[src/rtl/fu_pkg.sv]
// Shared definitions for the function unit and its sequencer: FS codes,
// datapath widths and the sequencer state encoding.
package fu_pkg;

    localparam int DW  = 32;
    localparam int SHW = 5;

    localparam logic [4:0] FS_PASS_A  = 5'b00000;
    localparam logic [4:0] FS_ADD     = 5'b00010;
    localparam logic [4:0] FS_ADD_INC = 5'b00101;
    localparam logic [4:0] FS_INC_A   = 5'b00111;
    localparam logic [4:0] FS_AND     = 5'b01000;
    localparam logic [4:0] FS_OR      = 5'b01010;
    localparam logic [4:0] FS_XOR     = 5'b01100;
    localparam logic [4:0] FS_SHR     = 5'b10000;
    localparam logic [4:0] FS_SHL     = 5'b10001;

    typedef enum logic [1:0] {
        S_IDLE  = 2'd0,
        S_EXEC  = 2'd1,
        S_SHIFT = 2'd2,
        S_DONE  = 2'd3
    } fu_seq_state_t;

    function automatic logic is_shift(input logic [4:0] fs,
                                      input logic [4:0] shr_fs,
                                      input logic [4:0] shl_fs);
        return (fs == shr_fs) || (fs == shl_fs);
    endfunction

endpackage

[src/rtl/fu_sequencer.sv]
// Multi-cycle controller driving the combinational function unit; shifts run as
// iterated 1-bit passes. Optional macro FU_SEQ_FAST_PATH_EN: single-edge non-shift ops.
module fu_sequencer #(
    parameter int         DW     = fu_pkg::DW,
    parameter int         SHW    = fu_pkg::SHW,
    parameter logic [4:0] SHR_FS = fu_pkg::FS_SHR,
    parameter logic [4:0] SHL_FS = fu_pkg::FS_SHL
) (
    input  logic           clk,
    input  logic           rst_n,
    input  logic           op_valid,
    output logic           op_ready,
    input  logic [4:0]     op_fs,
    input  logic [DW-1:0]  op_a,
    input  logic [DW-1:0]  op_b,
    input  logic [SHW-1:0] op_sh,
    output logic [DW-1:0]  fu_a,
    output logic [DW-1:0]  fu_b,
    output logic [SHW-1:0] fu_sh,
    output logic [4:0]     fu_fs,
    input  logic [DW-1:0]  fu_f,
    input  logic           fu_z,
    input  logic           fu_n,
    input  logic           fu_v,
    input  logic           fu_c,
    output logic           res_valid,
    input  logic           res_ready,
    output logic [DW-1:0]  res_f,
    output logic           res_z,
    output logic           res_n,
    output logic           res_v,
    output logic           res_c,
    output logic           busy
);
    import fu_pkg::*;

    // Handshakes: a request transfers on the edge where op_valid && op_ready;
    // a result transfers on the edge where res_valid && res_ready. Neither
    // valid depends combinationally on its ready.
    fu_seq_state_t  state;
    logic [DW-1:0]  a_q;
    logic [DW-1:0]  b_q;
    logic [SHW-1:0] sh_q;
    logic [SHW-1:0] cnt;
    logic [4:0]     fs_q;
    logic           op_shift;
    logic           op_zero_sh;
    logic           accept;
    logic [4:0]     op_fs_eff;

    assign op_ready   = (state == S_IDLE);
    assign accept     = op_valid && op_ready;
    assign op_shift   = is_shift(op_fs, SHR_FS, SHL_FS);
    assign op_zero_sh = (op_sh == '0);
    // A zero-length shift degenerates to passing A through.
    assign op_fs_eff  = (op_shift && op_zero_sh) ? FS_PASS_A : op_fs;

    always_comb begin
        fu_a  = a_q;
        fu_b  = b_q;
        fu_sh = sh_q;
        fu_fs = fs_q;
        if (state == S_SHIFT) begin
            fu_sh = SHW'(1);
        end
`ifdef FU_SEQ_FAST_PATH_EN
        if (state == S_IDLE) begin
            fu_a  = op_a;
            fu_b  = op_b;
            fu_sh = op_sh;
            fu_fs = op_fs_eff;
        end
`endif
    end

    always_ff @(posedge clk) begin
        if (!rst_n) begin
            state     <= S_IDLE;
            a_q       <= '0;
            b_q       <= '0;
            sh_q      <= '0;
            fs_q      <= '0;
            cnt       <= '0;
            res_valid <= 1'b0;
            res_f     <= '0;
            res_z     <= 1'b0;
            res_n     <= 1'b0;
            res_v     <= 1'b0;
            res_c     <= 1'b0;
            busy      <= 1'b0;
        end else begin
            case (state)
                S_IDLE: begin
                    if (accept) begin
                        a_q  <= op_a;
                        b_q  <= op_b;
                        sh_q <= op_sh;
                        fs_q <= op_fs_eff;
                        cnt  <= op_sh;
                        busy <= 1'b1;
                        if (op_shift && !op_zero_sh) begin
                            state <= S_SHIFT;
                        end else begin
`ifdef FU_SEQ_FAST_PATH_EN
                            res_f     <= fu_f;
                            res_z     <= fu_z;
                            res_n     <= fu_n;
                            res_v     <= fu_v;
                            res_c     <= fu_c;
                            res_valid <= 1'b1;
                            state     <= S_DONE;
`else
                            state <= S_EXEC;
`endif
                        end
                    end
                end
                S_EXEC: begin
                    res_f     <= fu_f;
                    res_z     <= fu_z;
                    res_n     <= fu_n;
                    res_v     <= fu_v;
                    res_c     <= fu_c;
                    res_valid <= 1'b1;
                    state     <= S_DONE;
                end
                S_SHIFT: begin
                    // a_q doubles as the working register fed back each pass.
                    a_q <= fu_f;
                    cnt <= cnt - SHW'(1);
                    if (cnt == SHW'(1)) begin
                        res_f     <= fu_f;
                        res_z     <= fu_z;
                        res_n     <= fu_n;
                        res_v     <= fu_v;
                        res_c     <= fu_c;
                        res_valid <= 1'b1;
                        state     <= S_DONE;
                    end
                end
                S_DONE: begin
                    if (res_ready) begin
                        res_valid <= 1'b0;
                        busy      <= 1'b0;
                        state     <= S_IDLE;
                    end
                end
                default: begin
                    state <= S_IDLE;
                    busy  <= 1'b0;
                end
            endcase
        end
    end

endmodule

[config.mk]
export PLATFORM = sky130hd
export DESIGN_NAME = fu_sequencer
export DESIGN_NICKNAME = d
export VERILOG_FILES = /design/src/rtl/fu_pkg.sv /design/src/rtl/fu_sequencer.sv
export SDC_FILE = /design/constraint.sdc
export NUM_CORES = 1
export LEC_CHECK = 0
export BUFFER_PORTS_ARGS = -buffer_cell sky130_fd_sc_hd__buf_2
export CAP_MARGIN = 25
export CORE_MARGIN = 4
export CORE_UTILIZATION = 35
export CTS_BUF_LIST = sky130_fd_sc_hd__clkbuf_16
export DETAILED_ROUTE_END_ITERATION = 6
export GPL_TIMING_DRIVEN = 0
export PLACE_DENSITY = 0.69
export RECOVER_POWER = 25
export SKIP_CTS_REPAIR_TIMING = 1
export SLEW_MARGIN = 20
export SYNTH_ARGS = -nofsm -noshare
export SYNTH_HDL_FRONTEND = slang
export SYNTH_SLANG_ARGS = --single-unit
[constraint.sdc]
create_clock -name clk -period 5.1 [get_ports clk]
set_input_delay 0.765 -clock clk [delete_from_list [all_inputs] [get_ports clk]]
set_output_delay 0.765 -clock clk [all_outputs]
set_load 0.005 [all_outputs]
* Word-level counts from Yosys, hierarchy flattened
Cells that the tools add are included.
** Storage, ports and cells
- Flip-flop bits (word level) :: 119
- Output and inout bits :: 113
** Cells by class
- Add/sub/neg operators :: 1
- Equal/unequal tests :: 9
- Muxes and demuxes :: 26
- Reductions and logical operators :: 17
** Operators by type and width (count)
- 32-bit case mux with 2 select lines :: 2
- 32-bit 2-to-1 mux :: 2
- 5-bit 2-to-1 mux :: 3
- 5-bit == test (second input constant) :: 2
- 1-bit case mux with 2 select lines :: 5
- 5-bit case mux with 2 select lines :: 1
- 3-bit AND reduction :: 3
- 2-bit 2-to-1 mux :: 4
- 2-bit case mux with 4 select lines :: 1
- 1-bit 2-to-1 mux :: 7
- 2-bit AND reduction :: 3
- 2-bit nonzero test :: 3
- 5-bit by 1-bit == test with 1-bit output (second input constant) :: 1
- 5-bit zero test :: 1
- 5-bit by 1-bit subtractor with 5-bit output (second input constant) :: 1
- 2-bit == test (second input constant) :: 2
- 2-bit by 1-bit inequality test with 1-bit output (second input constant) :: 2
- 1-bit logical AND :: 3
- 1-bit case mux with 3 select lines :: 1
- 3-bit nonzero test :: 1
- 2-bit by 1-bit == test with 1-bit output (second input constant) :: 1
- 2-bit zero test :: 1
- 2-bit inequality test (second input constant) :: 1
- 1-bit zero test :: 1
- 1-bit logical OR :: 1

* Logic depth before layout (Yosys ltp)
Gate-level depths: netlist of the first run.
- Depth in word-level cells :: 6
- Gate-level depth with buffers :: 8
- Gate-level depth less buffers :: 5

* Least setup slack after synthesis of the first run
Ideal clock, no wire load.
- Path kind :: register to output
- Start point :: reg state[0]
- End point :: out fu_sh[0]
- Data arrival time :: 1.338 ns
- Setup slack :: 2.997 ns
- Stages on the path, launching flop included :: 6
- Buffers on the path :: 2
- Cell sequence :: dfxtp_1 -> inv_1 -> ha_1 -> buf_2 -> clkbuf_1 -> or2_2
** On the way
- Longest elaborated chain between the ends :: 2
** Ends and longest elaborated chain
- start: declaration :: RTL line fu_sequencer.sv:40 : fu_seq_state_t state;
- start signal: assignment :: RTL line fu_sequencer.sv:78 : state <= S_IDLE;
- start signal: assignment :: RTL line fu_sequencer.sv:102 : state <= S_SHIFT;
- start signal: assignment :: RTL line fu_sequencer.sv:113 : state <= S_EXEC;
- 2-bit == test :: RTL line fu_sequencer.sv:63 : if (state == S_SHIFT) begin
- 5-bit 2-to-1 mux :: RTL line fu_sequencer.sv:63
- end: declaration :: RTL line fu_sequencer.sv:19 : output logic [SHW-1:0] fu_sh,
Every way passes these cells.

* Worst setup path after layout of the first run
Same ends and word-level chain as after synthesis.

==> qor.txt, run 1 <==
status = completed
Sink Count = 119
pin count of the biggest net entering global routing = 17
footprint of the multi-input gates = 2529 µm²
PortBufs = 225
DR WL/cell = 15.36 µm
Synth Flop Type = dfxtp_1
Syn Nets = 689
Worst Path Arrival = 2100 ps
LEAKAGE = 3.423 nW
Crit path required time = 4340 ps
ys async rst share = 0
layout cells sized above 1 = 0.2857
clock tree skew after final layout = 5.405 ps
unrepaired setup endpoints after global routing = no
Synth area leaders = dfxtp_1 46%, nand2_1 14%, mux2i_1 13%, o211a_1 6.4%, a21boi_0 6.1%
Tightest Pin Transition = 561.0 ps
vias in the first global route = 4600
Syn-to-layout area delta = 36.72%
Max VDD drop = 0.2414 mV
clock buffer depth = 2
min cycle time layout = 2861 ps
Synth cell types = 44
Critical Path Start Type = register
# diodes = 0
routability congestion estimate = 0.8482
DR vias = 4813
initial antenna violation count = 0
Cell Pwr Density = 562.6 nW/µm²
Row Count = 44
CTS root buf = clkbuf_16
Total Power = 3.976 mW
TritonCTS clock tree = built
antenna viol nets, final = 0
fin nets = 933
Worst Hold Class = register to register
largest family of logic cells by synthesized area = simple AND/OR/NAND/NOR gates
H-Tree Depth = 4
syn avg cell area = 9.084 µm²
FF/Latch Area = 2382 µm²
Die Width = 129.5 µm
crit-path max FO = 10
count leader, synth = nand2_1
CTS Buf Count = 17
Skew-Pair Late Insertion Delay = 410 ps
drt pass-1 iters = 4
Post-Synth XOR/XNOR Area = 0
Final Hold Violating Endpoints = 0
Max Cap Viol = 0
Clock transition at path regs = 60 ps
GRT Overall Usage = 0.1810
# fillers = 1453
num ports = 227
EDFF count, synth = 0
Mapped Cells = 569
first-pass GRT wire length = 23.66 mm
fin crit share = 0.5611
Seq/Total Area, Yosys = 0.4609
Core Box Area = 14480 µm²
#FFs+latches synth = 119
Crit Path Class = register to output pin
FMAX = 349.5 MHz
DRT iter0 DRCs = 120
Vias/cell = 4.765
multiplexer share of the synthesized area = 0.1358
top cell type's share of synthesized area = 0.4609
Synth warnings = 0
post-synthesis adder-cell area fraction = 0.01452
Initial Util = 0.3570
full die area = 16780 µm²
Synth Area in Compound Gates = 0.1617
top post-synthesis cells by count = 190 x nand2_1, 119 x dfxtp_1, 69 x mux2i_1
endpoints failing setup = 0
post-route DRC violation count = 0
fin. max-slew vios = 0
Critical Path End Type = output pin
post-detail-place hpwl = 11.84 mm
dominant cell type by area after synthesis = dfxtp_1
setup TNS = 0 ps
Die H = 129.5 µm
simple-gate area share of the yosys netlist = 0.1772
Mapped Area = 5169 µm²
GRT Residual Overflow = 0
Relative slew margins = 0.6260
drt total wl = 15.52 mm
fin worst setup slack = 2239 ps
post-placement setup slack = 2530 ps
## power by group
part	total, mW	internal (mW)	switching, mW
combinational	1.37	0.646	0.727
sequential	1.41	1.24	0.166
clock	1.20	0.759	0.436
total	3.98	2.65	1.33
## final cells by class
type                       count  share of cell area
multi-input combinational    399              0.3578
sequential                   119              0.3371
timing repair buffer         225              0.1530
clock buffer                  17             0.06020
buffer                        45             0.03329
tap                          184             0.03258
clock inverter                15             0.02284
inverter                       6            0.003187
## cell usage in the layout (no fill, tap or decap), drive strengths merged, types with 2 or more instances in the layout
master | netlist | routed
a211oi | 2 | 2
a21boi | 43 | 43
a21oi | 2 | 2
and2 | 2 | 2
buf | 14 | 204
bufinv | 0 | 3
clkbuf | 31 | 83
clkinv | 0 | 9
clkinvlp | 0 | 3
dfxtp | 119 | 119
ha | 6 | 6
inv | 6 | 6
mux2i | 69 | 69
nand2 | 190 | 190
nand3 | 4 | 4
nor2 | 4 | 4
nor2b | 11 | 11
nor3b | 2 | 2
o211a | 33 | 33
o211ai | 3 | 3
o21a | 2 | 2
o21ai | 7 | 7
## worst paths after layout
kind	startpoint	end	slack, ps	cells past startpoint
max	state[0]	fu_sh[0]	2240	6
min	res_f[26]	res_f[26]	460	2
max reg2reg	state[0]	fu_a[0]	3060	7
min reg2reg	res_f[26]	res_f[26]	460	2
## worst max-delay path, cell delays in order, from the launching register on
cell	delay, ps
dfxtp_1	370
inv_1	100
ha_1	250
buf_2	230
clkbuf_1	270
or2_2	340
buf_2	130
## logic make-up (layout without fill, tap and decap cells)
logic type / Yosys count / after routing
adders and majority gates: 6 / 6
and+or+nand+nor: 222 / 222
AOI/OAI and AO/OA: 101 / 101
buffers and inverters: 51 / 308
DFF: 119 / 119
muxes: 70 / 70
## per-layer routing
layer	routed length [µm]	share of wire	track usage	vias up
li1	-	-	-	2421
met1	6667	0.43	0.2177	2193
met2	7187	0.46	0.2973	180
met3	1435	0.092	0.06678	19
met4	227	0.015	0.06663	0
met5	0	0	0	-
## through the flow
stage | hold slack (ps) | util | cells | area [µm²]
floorplan | 438.7 | - | 569 | 5169
global placement | 441.2 | 0.4507 | 978 | 6525
detailed placement | 443.0 | 0.4507 | 978 | 6525
CTS | 455.9 | 0.4912 | 1010 | 7112
global route | 471.2 | 0.4881 | 1010 | 7067
finish | 456.9 | 0.4881 | 1010 | 7067
## sequential cells by signal (all words and copies together), names as in the netlist
| register | flops |
|---|---|
| fu_b | 32 |
| res_v | 1 |
| fu_a | 32 |
| res_valid | 1 |
| busy | 1 |
| cnt | 5 |
| res_f | 32 |
| res_n | 1 |
| fu_fs | 5 |
| state | 2 |
| res_c | 1 |
| sh_q | 5 |
| res_z | 1 |
Note: power is estimated with default switching activity, not from simulation.
==> inputs of run 2 (changes only) <==
--- a/config.mk
+++ b/config.mk
@@ -12,7 +12,7 @@
 export CTS_BUF_LIST = sky130_fd_sc_hd__clkbuf_16
 export DETAILED_ROUTE_END_ITERATION = 6
 export GPL_TIMING_DRIVEN = 0
-export PLACE_DENSITY = 0.69
+export PLACE_DENSITY = 0.71
 export RECOVER_POWER = 25
 export SKIP_CTS_REPAIR_TIMING = 1
 export SLEW_MARGIN = 20
==> constraint.sdc (replaced) <==
create_clock -name clk -period 2.6 [get_ports clk]
set_input_delay 0.39 -clock clk [delete_from_list [all_inputs] [get_ports clk]]
set_output_delay 0.39 -clock clk [all_outputs]
set_load 0.005 [all_outputs]
==> run 2 against run 1 <==
- global-route usage grew 0.53 points
- register-to-register slack lost 2500 ps
- combinational power is 98% higher
- largest power group unchanged
- largest cell class unchanged
- wire length is 1.6% higher
- power grew 99%
- clock skew increased by 0.91 ps
- first-iteration DRC count is 61% higher
- highest routed layer unchanged
- via count up 0.37%
- sequential share of layout area fell by 0.095 points
==> qor.txt, run 2 (synthesized netlist as in run 1, its figures left out) <==
Critical Path End Type = output pin
FMAX = 443.4 MHz
Post-Place Cells = 978
reg2reg start = state[0]
Sequential Power Share = 0.349
DR WL/cell = 15.62 µm
GRT Residual Overflow = 0
Total Power = 7.924 mW
combinational power share = 0.342
DR vias = 4831
fin nets = 932
CP max stage delay = 370 ps
fin. max-slew vios = 0
DRT iter0 DRCs = 193
routability congestion estimate = 0.7827
Relative slew margins = 0.5912
Max Cap Viol = 0
most frequent cells in the layout = 193 x buf_2, 190 x nand2_1, 119 x dfxtp_1, 69 x mux2i_1, 67 x clkbuf_1
CTS root buf = clkbuf_16
Setup crit start = state[0]
TritonCTS clock tree = built
CP max stage cell = dfxtp_1
Clock transition at path regs = 60 ps
PortBufs = 225
unrepaired setup endpoints after global routing = no
min cycle time layout = 2256 ps
vias in the first global route = 4765
Crit path required time = 2210 ps
Syn-to-layout area delta = 37.11%
# diodes = 0
post-detail-place hpwl = 11.69 mm
Sink Count = 119
Max VDD drop = 0.5397 mV
first-pass GRT wire length = 24.56 mm
LEAKAGE = 3.444 nW
layout cells sized above 1 = 0.2861
Non-Filler Instances = 1009
clock tree skew after final layout = 6.318 ps
Worst Hold Class = primary input to register
Die Width = 129.5 µm
post-route DRC violation count = 0
placed inst area = 6525 µm²
Crit Path Class = register to output pin
Cell Pwr Density = 1118 nW/µm²
most common cell after layout, fill and taps aside = buf_2
status = completed
final core occ = 0.4895
clock share of power = 0.309
crit-path max FO = 19
family with the most delay on the worst path = buffers and inverters
antenna viol nets, final = 0
Die H = 129.5 µm
initial antenna violation count = 0
Vias/cell = 4.788
num ports = 227
fin crit share = 0.8675
CP bufs+invs = 3
pin count of the biggest net entering global routing = 17
Final Hold Violating Endpoints = 0
drt total wl = 15.77 mm
Core Box Area = 14480 µm²
setup TNS = 0 ps
P_int = 5.296 mW
Worst Path Arrival = 1870 ps
endpoints failing setup = 0
most frequent CP cell = buf_2
Row Count = 44
Hold WS = 218.5 ps
H-Tree Depth = 4
Critical Path Start Type = register
clock buffer depth = 2
P_sw = 2.629 mW
Post-Layout Inst Area = 7087 µm²
drt pass-1 iters = 6
full die area = 16780 µm²
CTS Buf Count = 17
post-placement setup slack = 453.2 ps
Initial Util = 0.3570
Sw Ratio = 0.3317
fin worst setup slack = 344.5 ps
Skew-Pair Late Insertion Delay = 410 ps
worst hold start = op_b[10]
Tightest Pin Transition = 613.2 ps
critical path, cell by cell = inv_1 > ha_1 > buf_2 > or2_2 > buf_2
GRT Overall Usage = 0.1863
run 2: power by group through the flow:
stage	Combinational (mW)	Clock [mW]	Sequential [mW]
3_5_place_dp	2.79	0	2.78
4_1_cts	2.80	2.51	2.76
5_1_grt	3.01	2.59	2.84
2_1_floorplan	1.61	0	2.82
6_report	2.71	2.45	2.77
3_3_place_gp	2.77	0	2.77
run 2: final timing paths:
check                           slack [ps]   endpoint  cells past startpoint
worst max-delay path                   340   fu_sh[0]                      5
worst min-delay path                   220   fu_b[10]                      3
worst max register to register         530    fu_a[8]                      7
worst min register to register         450  res_f[21]                      2
run 2: area by class of cell:
| class | count | area (µm²) |
|---|---|---|
| plain buffers | 44 | 231.5 |
| clock buffers | 17 | 425.4 |
| clock inverters | 15 | 186.4 |
| fillers | 1437 | 7392 |
| inverters | 6 | 22.52 |
| multi-input cells | 399 | 2529 |
| flip-flops and latches | 119 | 2382 |
| well taps | 184 | 230.2 |
| repair buffers | 225 | 1080 |
run 2: metal layers:
layer	up-vias	share of wire	global-route usage
met5	-	0	0
met2	170	0.47	0.3122
li1	2421	-	-
met1	2226	0.43	0.2241
met3	14	0.089	0.06843
met4	0	0.011	0.05685
run 2: worst reg2reg max path, delay by kind of cell, from the launching register on:
family,cells,cell delay [ps]
muxes,1,300
adders and majority gates,1,210
AOI/OAI and AO/OA,1,210
DFF,1,370
buffers and inverters,4,940
